### config.mk
export PLATFORM = sky130hd
export DESIGN_NAME = alu_pipe_core
export DESIGN_NICKNAME = d
export VERILOG_FILES = /design/src/rtl/alu_pkg.sv /design/src/rtl/alu_exec.sv /design/src/rtl/alu_pipe_core.sv
export SDC_FILE = /design/constraint.sdc
export NUM_CORES = 1
export LEC_CHECK = 0
export CORE_MARGIN = 8
export CORE_UTILIZATION = 25
export DETAILED_ROUTE_END_ITERATION = 10
export PLACE_DENSITY = 0.43
export SLEW_MARGIN = 5
export SYNTH_ARGS = -nofsm -noshare
export SYNTH_HDL_FRONTEND = slang
export SYNTH_SLANG_ARGS = --single-unit
export TNS_END_PERCENT = 1
### constraint.sdc
create_clock -name clk -period 7.3 [get_ports clk]
set_clock_uncertainty 0.2 [all_clocks]
set_input_delay 1.46 -clock clk [delete_from_list [all_inputs] [get_ports clk]]
set_output_delay 1.46 -clock clk [all_outputs]
set_load 0.05 [all_outputs]
### src/rtl/alu_pkg.sv
// Shared command encodings, FSM states and operand-need tables for the registered ALU core.
// The optional two-cycle multiply path is selected with ALU_MUL_PIPE_EN.
package alu_pkg;

  typedef enum logic [3:0] {
    ARITH_ADD, ARITH_SUB, ARITH_ADD_CIN, ARITH_SUB_CIN,
    ARITH_INC_A, ARITH_DEC_A, ARITH_INC_B, ARITH_DEC_B,
    ARITH_CMP, ARITH_MUL_INC, ARITH_MUL_SHL
  } arith_cmd_e;

  typedef enum logic [3:0] {
    LOG_AND, LOG_NAND, LOG_OR, LOG_NOR, LOG_XOR, LOG_XNOR,
    LOG_NOT_A, LOG_NOT_B, LOG_SHR1_A, LOG_SHL1_A, LOG_SHR1_B, LOG_SHL1_B,
    LOG_ROL_A_B, LOG_ROR_A_B
  } logic_cmd_e;

  typedef enum logic [1:0] {IDLE, WAIT_A, WAIT_B} state_e;

  // One bit per command code; a set bit marks a single-operand op
  localparam logic [15:0] ARITH_A_ONLY = 16'h0030;
  localparam logic [15:0] ARITH_B_ONLY = 16'h00C0;
  localparam logic [15:0] LOGIC_A_ONLY = 16'h0340;
  localparam logic [15:0] LOGIC_B_ONLY = 16'h0C80;

  function automatic int rot_amt_w(input int w);
    return $clog2(w);
  endfunction

  // Returns {needs B, needs A}; unknown codes are treated as two-operand ops
  function automatic logic [1:0] op_need(input logic mode, input logic [31:0] cmd);
    logic a_only;
    logic b_only;
    if (cmd > 32'd15) return 2'b11;
    a_only = mode ? ARITH_A_ONLY[cmd[3:0]] : LOGIC_A_ONLY[cmd[3:0]];
    b_only = mode ? ARITH_B_ONLY[cmd[3:0]] : LOGIC_B_ONLY[cmd[3:0]];
    if (a_only) return 2'b01;
    if (b_only) return 2'b10;
    return 2'b11;
  endfunction

  function automatic logic is_mul(input logic mode, input logic [31:0] cmd);
    return mode && (cmd == 32'd9 || cmd == 32'd10);
  endfunction

endpackage

### src/rtl/alu_exec.sv
// Purely combinational evaluation of one ALU command: result, carry/borrow,
// compare flags and error. No state; the core registers everything.
module alu_exec
  import alu_pkg::*;
#(
  parameter int W = 8,
  parameter int N = 4
) (
  input  logic [W-1:0]   a_i,
  input  logic [W-1:0]   b_i,
  input  logic [N-1:0]   cmd_i,
  input  logic           mode_i,
  input  logic           cin_i,
  output logic [2*W-1:0] res_o,
  output logic           cout_o,
  output logic           oflow_o,
  output logic           g_o,
  output logic           l_o,
  output logic           e_o,
  output logic           err_o
);

  localparam int RW = rot_amt_w(W);

  logic           cmd_ok;
  logic [3:0]     idx;
  logic [RW-1:0]  amt;
  logic           amt_hi;
  logic [2*W-1:0] rol_full;
  logic [2*W-1:0] ror_full;
  logic [W:0]     wide;
  logic [W-1:0]   narrow;
  logic [W-1:0]   a_inc;
  logic [W-1:0]   b_inc;

  assign cmd_ok   = (32'(cmd_i) < 32'd16);
  assign idx      = cmd_i[3:0];
  assign amt      = b_i[RW-1:0];
  assign amt_hi   = |(b_i >> RW);
  assign rol_full = {a_i, a_i} << amt;
  assign ror_full = {a_i, a_i} >> amt;
  assign a_inc    = a_i + W'(1);
  assign b_inc    = b_i + W'(1);

  // Sub-results land in RES[W:0] so the borrow/carry bit stays visible in the result
  always_comb begin
    res_o   = '0;
    cout_o  = 1'b0;
    oflow_o = 1'b0;
    g_o     = 1'b0;
    l_o     = 1'b0;
    e_o     = 1'b0;
    err_o   = 1'b0;
    wide    = '0;
    narrow  = '0;
    if (!cmd_ok) begin
      err_o = 1'b1;
    end else if (mode_i) begin
      case (arith_cmd_e'(idx))
        ARITH_ADD, ARITH_ADD_CIN: begin
          wide   = {1'b0, a_i} + {1'b0, b_i} +
                   ((idx == 4'(ARITH_ADD_CIN)) ? (W+1)'(cin_i) : '0);
          res_o  = {{(W-1){1'b0}}, wide};
          cout_o = wide[W];
        end
        ARITH_SUB, ARITH_SUB_CIN: begin
          wide    = {1'b0, b_i} + ((idx == 4'(ARITH_SUB_CIN)) ? (W+1)'(cin_i) : '0);
          oflow_o = ({1'b0, a_i} < wide);
          wide    = {1'b0, a_i} - wide;
          res_o   = {{(W-1){1'b0}}, wide};
        end
        ARITH_INC_A: begin res_o = {{W{1'b0}}, a_inc};          cout_o  = &a_i; end
        ARITH_DEC_A: begin res_o = {{W{1'b0}}, a_i - W'(1)};    oflow_o = ~|a_i; end
        ARITH_INC_B: begin res_o = {{W{1'b0}}, b_inc};          cout_o  = &b_i; end
        ARITH_DEC_B: begin res_o = {{W{1'b0}}, b_i - W'(1)};    oflow_o = ~|b_i; end
        ARITH_CMP: begin
          g_o = (a_i > b_i);
          l_o = (a_i < b_i);
          e_o = (a_i == b_i);
        end
        ARITH_MUL_INC: res_o = {{W{1'b0}}, a_inc} * {{W{1'b0}}, b_inc};
        ARITH_MUL_SHL: res_o = {{(W-1){1'b0}}, a_i, 1'b0} * {{W{1'b0}}, b_i};
        default:       err_o = 1'b1;
      endcase
    end else begin
      case (logic_cmd_e'(idx))
        LOG_AND:     narrow = a_i & b_i;
        LOG_NAND:    narrow = ~(a_i & b_i);
        LOG_OR:      narrow = a_i | b_i;
        LOG_NOR:     narrow = ~(a_i | b_i);
        LOG_XOR:     narrow = a_i ^ b_i;
        LOG_XNOR:    narrow = ~(a_i ^ b_i);
        LOG_NOT_A:   narrow = ~a_i;
        LOG_NOT_B:   narrow = ~b_i;
        LOG_SHR1_A:  narrow = a_i >> 1;
        LOG_SHL1_A:  narrow = a_i << 1;
        LOG_SHR1_B:  narrow = b_i >> 1;
        LOG_SHL1_B:  narrow = b_i << 1;
        LOG_ROL_A_B: if (amt_hi) err_o = 1'b1; else narrow = rol_full[2*W-1:W];
        LOG_ROR_A_B: if (amt_hi) err_o = 1'b1; else narrow = ror_full[W-1:0];
        default:     err_o = 1'b1;
      endcase
      res_o = {{W{1'b0}}, narrow};
    end
  end

endmodule

### src/rtl/alu_pipe_core.sv
// Registered ALU core: pairs split operands with a timeout, then evaluates via alu_exec.
// Define ALU_MUL_PIPE_EN to give MUL_INC/MUL_SHL an extra in-order pipeline stage.
module alu_pipe_core
  import alu_pkg::*;
#(
  parameter int W       = 8,
  parameter int N       = 4,
  parameter int TIMEOUT = 16
) (
  input  logic           clk,
  input  logic           RST,
  input  logic           CE,
  input  logic [W-1:0]   OPA,
  input  logic [W-1:0]   OPB,
  input  logic           Cin,
  input  logic           mode,
  input  logic [1:0]     inp_valid,
  input  logic [N-1:0]   CMD,
  output logic [2*W-1:0] RES,
  output logic           res_valid,
  output logic           COUT,
  output logic           OFLOW,
  output logic           G,
  output logic           L,
  output logic           E,
  output logic           ERR
);

  localparam int CW = $clog2(TIMEOUT + 1);

  state_e         state_q, state_d;
  logic [CW-1:0]  cnt_q, cnt_d;
  logic [W-1:0]   lat_a_q, lat_a_d, lat_b_q, lat_b_d;
  logic [N-1:0]   lat_cmd_q, lat_cmd_d;
  logic           lat_mode_q, lat_mode_d, lat_cin_q, lat_cin_d;
  logic [2*W-1:0] res_q, res_d;
  logic           valid_q, valid_d, cout_q, cout_d, oflow_q, oflow_d;
  logic           g_q, g_d, l_q, l_d, e_q, e_d, err_q, err_d;

  logic [W-1:0]   ex_a, ex_b;
  logic [N-1:0]   ex_cmd;
  logic           ex_mode, ex_cin;
  logic [2*W-1:0] ex_res;
  logic           ex_cout, ex_oflow, ex_g, ex_l, ex_e, ex_err;
  logic [1:0]     need;
  logic           fire, tout, busy;

`ifdef ALU_MUL_PIPE_EN
  logic           mul_pend_q, mul_pend_d;
  logic [2*W-1:0] mul_res_q, mul_res_d;
  assign busy = mul_pend_q;
`else
  assign busy = 1'b0;
`endif

  alu_exec #(.W(W), .N(N)) u_exec (
    .a_i(ex_a), .b_i(ex_b), .cmd_i(ex_cmd), .mode_i(ex_mode), .cin_i(ex_cin),
    .res_o(ex_res), .cout_o(ex_cout), .oflow_o(ex_oflow),
    .g_o(ex_g), .l_o(ex_l), .e_o(ex_e), .err_o(ex_err)
  );

  assign need = op_need(mode, 32'(CMD));

  // While waiting, the held operand and the command captured with it override the live inputs
  always_comb begin
    state_d    = state_q;
    cnt_d      = cnt_q;
    lat_a_d    = lat_a_q;
    lat_b_d    = lat_b_q;
    lat_cmd_d  = lat_cmd_q;
    lat_mode_d = lat_mode_q;
    lat_cin_d  = lat_cin_q;
    ex_a       = OPA;
    ex_b       = OPB;
    ex_cmd     = CMD;
    ex_mode    = mode;
    ex_cin     = Cin;
    fire       = 1'b0;
    tout       = 1'b0;
    if (!busy) begin
      case (state_q)
        IDLE: begin
          if ((inp_valid & need) == need) begin
            fire = 1'b1;
          end else if (need == 2'b11 && inp_valid != 2'b00) begin
            lat_cmd_d  = CMD;
            lat_mode_d = mode;
            lat_cin_d  = Cin;
            cnt_d      = '0;
            if (inp_valid[0]) begin
              lat_a_d = OPA;
              state_d = WAIT_B;
            end else begin
              lat_b_d = OPB;
              state_d = WAIT_A;
            end
          end
        end
        WAIT_A, WAIT_B: begin
          ex_cmd  = lat_cmd_q;
          ex_mode = lat_mode_q;
          ex_cin  = lat_cin_q;
          if (state_q == WAIT_B) ex_a = lat_a_q;
          else                   ex_b = lat_b_q;
          if (inp_valid[(state_q == WAIT_B) ? 1 : 0]) begin
            fire    = 1'b1;
            state_d = IDLE;
          end else if (cnt_q == CW'(TIMEOUT - 1)) begin
            tout    = 1'b1;
            state_d = IDLE;
          end else begin
            cnt_d = cnt_q + 1'b1;
          end
        end
        default: state_d = IDLE;
      endcase
    end
  end

  // Output registers hold their last value between strobes; only res_valid pulses
  always_comb begin
    res_d   = res_q;
    cout_d  = cout_q;
    oflow_d = oflow_q;
    g_d     = g_q;
    l_d     = l_q;
    e_d     = e_q;
    err_d   = err_q;
    valid_d = 1'b0;
`ifdef ALU_MUL_PIPE_EN
    mul_pend_d = 1'b0;
    mul_res_d  = mul_res_q;
    if (mul_pend_q) begin
      valid_d = 1'b1;
      res_d   = mul_res_q;
      {cout_d, oflow_d, g_d, l_d, e_d, err_d} = '0;
    end else if (fire && is_mul(ex_mode, 32'(ex_cmd))) begin
      mul_pend_d = 1'b1;
      mul_res_d  = ex_res;
    end else
`endif
    if (fire) begin
      valid_d = 1'b1;
      res_d   = ex_res;
      cout_d  = ex_cout;
      oflow_d = ex_oflow;
      g_d     = ex_g;
      l_d     = ex_l;
      e_d     = ex_e;
      err_d   = ex_err;
    end else if (tout) begin
      valid_d = 1'b1;
      res_d   = '0;
      {cout_d, oflow_d, g_d, l_d, e_d} = '0;
      err_d   = 1'b1;
    end
  end

  always_ff @(posedge clk or posedge RST) begin
    if (RST) begin
      state_q    <= IDLE;
      cnt_q      <= '0;
      lat_a_q    <= '0;
      lat_b_q    <= '0;
      lat_cmd_q  <= '0;
      lat_mode_q <= 1'b0;
      lat_cin_q  <= 1'b0;
      res_q      <= '0;
      valid_q    <= 1'b0;
      cout_q     <= 1'b0;
      oflow_q    <= 1'b0;
      g_q        <= 1'b0;
      l_q        <= 1'b0;
      e_q        <= 1'b0;
      err_q      <= 1'b0;
    end else if (CE) begin
      state_q    <= state_d;
      cnt_q      <= cnt_d;
      lat_a_q    <= lat_a_d;
      lat_b_q    <= lat_b_d;
      lat_cmd_q  <= lat_cmd_d;
      lat_mode_q <= lat_mode_d;
      lat_cin_q  <= lat_cin_d;
      res_q      <= res_d;
      valid_q    <= valid_d;
      cout_q     <= cout_d;
      oflow_q    <= oflow_d;
      g_q        <= g_d;
      l_q        <= l_d;
      e_q        <= e_d;
      err_q      <= err_d;
    end
  end

`ifdef ALU_MUL_PIPE_EN
  always_ff @(posedge clk or posedge RST) begin
    if (RST) begin
      mul_pend_q <= 1'b0;
      mul_res_q  <= '0;
    end else if (CE) begin
      mul_pend_q <= mul_pend_d;
      mul_res_q  <= mul_res_d;
    end
  end
`endif

  assign RES       = res_q;
  assign res_valid = valid_q;
  assign COUT      = cout_q;
  assign OFLOW     = oflow_q;
  assign G         = g_q;
  assign L         = l_q;
  assign E         = e_q;
  assign ERR       = err_q;

endmodule

Word level (Yosys, flattened, before mapping)
Memories as Yosys holds them, arrays and structs flattened. Index checks and enable logic that the tools add are counted. Widths: inputs -> output; s select.

Register bits after elaboration: 52. Bits in read-only memories: 64. Input port bits: 27. Word-level logic and storage cells: 171. Memories: 4.

Memories: (no name shown) (depth 16, width 1, read ports 1, clocked after Yosys merged registers in 0, write ports 0, RTL line alu_pkg.sv:35) `b_only = mode ? ARITH_B_ONLY[cmd[3:0]] : LOGIC_B_ONLY[cmd[3:0]];`; (no name shown) (depth 16, width 1, read ports 1, clocked after Yosys merged registers in 0, write ports 0, RTL line alu_pkg.sv:35); (no name shown) (depth 16, width 1, read ports 1, clocked after Yosys merged registers in 0, write ports 0, RTL line alu_pkg.sv:34) `a_only = mode ? ARITH_A_ONLY[cmd[3:0]] : LOGIC_A_ONLY[cmd[3:0]];`; (no name shown) (depth 16, width 1, read ports 1, clocked after Yosys merged registers in 0, write ports 0, RTL line alu_pkg.sv:34).

Add/subtract/negate cells: 9. $mul: 2. Order comparisons: 5. Equality and inequality tests: 24. Shifts and indexed selects: 2. Muxes and demuxes: 74. Bitwise logic cells: 11. Reduce and logical (&&, ||, !) cells: 25.

Operators with widths (count): $pmux 16 s8 (1); $pmux 8 s14 (1); $mux 16 (3); $mux 8 (6); $mux 1 (43); $not 8->8 (5); $eq 4x4->1 const B (6); $mux 5 (4); $mux 2 (9); $add 8x1->8 const B (2); $eq 4x3->1 const B (4); $mul 8x8->16 (1); $reduce_and 8->1 (2); $reduce_or 8->1 (2); $shl 16x3->16 (1); $shr 16x3->8 (1); $sub 8x1->8 const B (2); $mul 8x8->15 (1); $reduce_or 12->1 (1); $reduce_or 11->1 (1); $pmux 5 s2 (1); $reduce_and 5->1 (2); $add 8x8->9 (1); $add 8x9->9 (1); other kinds (36) (51).

Longest topological paths before layout
Word-level depth: 13. Gate-level depth with buffers: 27. Depth with buffers taken out: 25.

Cells and area by module
From an unflattened synthesis, not the netlist that was laid out.

Cell total of the unflattened synthesis: 1236. Area total of the unflattened synthesis: 10286.1 um^2.

Modules (own cells, without submodules): alu_exec (times used 1, cells each 1043, area an instance 7772.5 um^2, sequential area each 0.0 um^2); alu_pipe_core (times used 1, cells each 193, area an instance 2513.7 um^2, sequential area each 1301.2 um^2).

Least setup slack after synthesis
No wires, ideal clock.

Path kind: input port to flip-flop. From: in OPB[0]. To: reg res_q[15], in the netlist RES[15]. Setup time: 0.121 ns. Data arrival time: 6.843 ns. Setup slack: 0.136 ns. Stages on the path: 24. Path buffers: 2. Path through: mux2_2 -> buf_6 -> clkbuf_1 -> ha_1 -> nand2_1 -> xnor2_1 -> nor2_1 -> fa_1 -> inv_1 -> fa_1 -> inv_1 -> fa_1 -> inv_1 -> fa_1 -> inv_1 -> ha_1 -> o21ai_0 -> nor2_1 -> or4_1 -> nand3_1 -> a31oi_1 -> xnor2_1 -> o22ai_1 -> a22o_1.

Word-level cells in the longest chain between the ends: 7.

Ends and longest elaborated chain: from (decl) (RTL line alu_pipe_core.sv:14) `input logic [W-1:0] OPB,`; $mux 8 (RTL line alu_pipe_core.sv:103) `if (state_q == WAIT_B) ex_a = lat_a_q;`; $mux 8 * (RTL line alu_pipe_core.sv:81) `case (state_q)`; $add 8x1->8 (RTL line alu_exec.sv:43) `assign b_inc = b_i + W'(1);`; $mul 8x8->16 (RTL line alu_exec.sv:81) `ARITH_MUL_INC: res_o = {{W{1'b0}}, a_inc} * {{W{1'b0}}, b_inc};`; $pmux 16 s8 * (RTL line alu_exec.sv:59) `case (arith_cmd_e'(idx))`; $mux 16 * (RTL line alu_exec.sv:58) `end else if (mode_i) begin`; $mux 16 * (RTL line alu_pipe_core.sv:142) `if (fire) begin`; to (signal assigned) (RTL line alu_pipe_core.sv:184) `res_q <= res_d;`; to (decl) (RTL line alu_pipe_core.sv:36) `logic [2*W-1:0] res_q, res_d;`.

Every way passes the cells marked *; elsewhere a longest branch is shown, timed or not. A chain may end at the register's enable or synchronous reset.

Worst setup path in the final report
Same ends and word-level chain as after synthesis.

==> flow_summary.ini <==
[outcome]
status = finished clean

[timing]
fmax_mhz = 143
rsz0062_at_grt = false
drv_slew = 0
post-route-worst-setup-slack_ns = 0.316
fin_crit_sh = 0.957
hold_ws_ns = 0.279
finalHoldViolCount = 0
relSlewSlack = 0.190
finalCriticalPeriod_ns = 6.98
worstMarginPinSlew_ns = 1.18
tns_ns = 0
setup_violations = 0

[clocking]
cts_root_buf = clkbuf_16
worstSkewPairLatency_ns = 0.32
max-clock-path-buffers = 2
cts_tree = done
cts_hold_buf = 0
cts_made_buffers = 5
clk_pin_slew_ns = 0.07
cts.sinks = 52
h-tree-depth = 2

[worst_setup_path]
critPathMaxFanout = 5
cp_data_required_time_ns = 7.30
cp-end-kind = register
arrival_ns = 6.99
worstSetupPathType = primary input to register
start_kind = primary input

[floorplanning]
die-area_mm2 = 0.0471
std_cell_rows = 73
start_util = 0.254
ios = 50
fp.dieW_um = 217
core-area_mm2 = 0.0398
die_h_um = 217

[place]
numPortBuffers = 49
dp_slack_ns = -0.0890
dp_hpwl_um = 33100
gp_congestion = 0.952

[drt]
highest_layer = met4
vias = 9486
wl_met2_um = 19000
wl_met3_um = 2140
drc = 0
ant_nets = 0
met1_length_um = 18100
avgViaCountPerCell = 5.07
routed_wl_um = 40500
wl_per_cell_um = 21.7
drt-initial-drc-count = 829
drt_pre_antenna_iters = 9

[job]
maxCapViolations = 0

[cells_and_area]
syn_to_final_growth_pct = 19.3
drive_gt1_frac = 0.167
num_antenna_cells = 0
num-nets-final = 1560
utilization = 0.303

[synth]
synth_fp_nets = 1441
synthCells = 1226
synth_edf_count = 0
synth_seq_cells = 52
yosysWarnings = 0
yosysSeqAreaShare = 0.129
synth_async_sr_flop_share = 1.00
synth-main-ff-cell = dfrtp_1
syn_area_per_cell_um2 = 8.24
synth_cell_type_count = 76
netlist_area_mm2 = 0.0101

[worst_hold_path]
hold_class = register to register

[global_route]
grt_overflow_total = 0
antenna_found_initial = 0
grt_pass1_wl_um = 62300
track_usage = 0.172
grt_pass1_vias = 9912
grt_max_degree = 53
-- state kept, by name (all words and copies together), names as in the netlist, 2 cells and up --
signal and flops:
cnt_q 5, state_q 2, lat_a_q 8, RES 16, lat_b_q 8, lat_cmd_q 4
-- layout make-up --
class	instances	area (um^2)
clock inverters	2	13.8
clock buffers	6	139
well taps	525	657
fillers	4339	27800
inverters	146	553
flip-flops and latches	52	1300
repair buffers	170	1420
multi-input cells	970	7960
-- worst paths after layout --
kind	from	cells past startpoint	endpoint	slack (ns)
setup / recovery	OPB[0]	23	RES[15]	0.32
hold / removal	E	2	E	0.28
setup reg to reg	state_q[1]	25	RES[15]	0.75
hold reg to reg	E	2	E	0.28
max in group asynchronous	RST	3	RES[2]	4.92
min in group asynchronous	RST	3	cnt_q[1]	1.47
-- cell families (layout without fill, tap and decap cells) --
family,count (synthesis),after routing,synth area share
AOI/OAI and AO/OA,251,251,0.167
xor gates and xnor gates,59,59,0.0560
adders and majority gates,188,188,0.288
buffers and inverters,204,324,0.0844
DFF,52,52,0.129
muxes,88,88,0.100
and+or+nand+nor,384,384,0.176
-- repair_timing --
item | 4_1_cts | 5_1_grt
endpoints found under the hold margin | 0 | 0
buffers inserted | 0 | 1
endpoints found under the setup margin | 0 | 4
resized for setup | 0 | 2
-- worst max-delay path: stages --
cell and delay, ns:
clkdlybuf4s50_1 0.46, mux2_2 0.30, ha_1 0.24, buf_4 0.15
xnor2_2 0.22, buf_4 0.19, nor2_1 0.06, fa_1 0.42
fa_1 0.55, inv_1 0.05, fa_1 0.46, fa_1 0.54
inv_1 0.04, ha_1 0.29, buf_4 0.15, o21ai_0 0.16
nor2_1 0.07, or4_1 0.44, nand3_1 0.12, a31oi_1 0.10
xnor2_1 0.19, o22ai_1 0.10, a22o_1 0.22
-- cell usage in the layout, fill, tap and decap left out, types with 6 or more instances in the layout --
cell type,count
nor2_1,148
inv_1,136
buf_4,119
ha_1,114
nand2_1,104
fa_1,74
a21oi_1,56
dfrtp_1,52
o21ai_0,49
clkdlybuf4s50_1,49
mux2_2,48
xnor2_1,37
mux2i_1,33
nand3_1,31
o22ai_1,29
nor3_1,19
xor2_1,16
or2_2,14
a22oi_1,14
and3_1,12
o221ai_1,12
a211oi_1,9
o31ai_1,9
a22o_1,9
nand4_1,9
a21o_1,8
nor2b_1,8
nor4_1,7
inv_2,7
nand2b_1,6
a221oi_1,6
-- layer usage --
metal | track usage | vias to the layer above
li1 | - | 4476
met4 | 0.0642 | 0
met3 | 0.0209 | 64
met5 | 0 | -
met1 | 0.224 | 4651
met2 | 0.287 | 295
-- synth_stat cells (7+ instances only) --
cell | n | share of area
fa_1 | 74 | 0.15
inv_1 | 137 | 0.051
o221ai_1 | 12 | 0.010
and3_1 | 12 | 0.0074
nor2b_1 | 8 | 0.0050
nor4_1 | 7 | 0.0043
a22oi_1 | 14 | 0.010
ha_1 | 114 | 0.14
nor2_1 | 148 | 0.055
o31ai_1 | 9 | 0.0067
nand4_1 | 9 | 0.0056
a22o_1 | 9 | 0.0078
dfrtp_1 | 52 | 0.13
nand2_1 | 104 | 0.039
xor2_1 | 16 | 0.014
nor3_1 | 19 | 0.0094
mux2i_1 | 33 | 0.033
xnor2_1 | 38 | 0.033
nand3_1 | 31 | 0.015
buf_2 | 20 | 0.0099
o22ai_1 | 29 | 0.018
clkbuf_1 | 27 | 0.010
or2_2 | 14 | 0.0087
a211oi_1 | 10 | 0.0074
mux2_2 | 48 | 0.053
a21oi_1 | 56 | 0.028
a21o_1 | 8 | 0.0059
o21ai_0 | 49 | 0.024
-- stage by stage --
| step | std cells | instance area, um^2 |
|---|---|---|
| after floorplan | 1226 | 10100 |
| after global placement | 1862 | 11900 |
| after detailed placement | 1862 | 11900 |
| after CTS | 1870 | 12000 |
| after global routing | 1871 | 12100 |
| final | 1871 | 12100 |
Power is left out: the tool's default activity adds up to more than one toggle a clock period on the data nets, which glitch-free logic cannot reach.
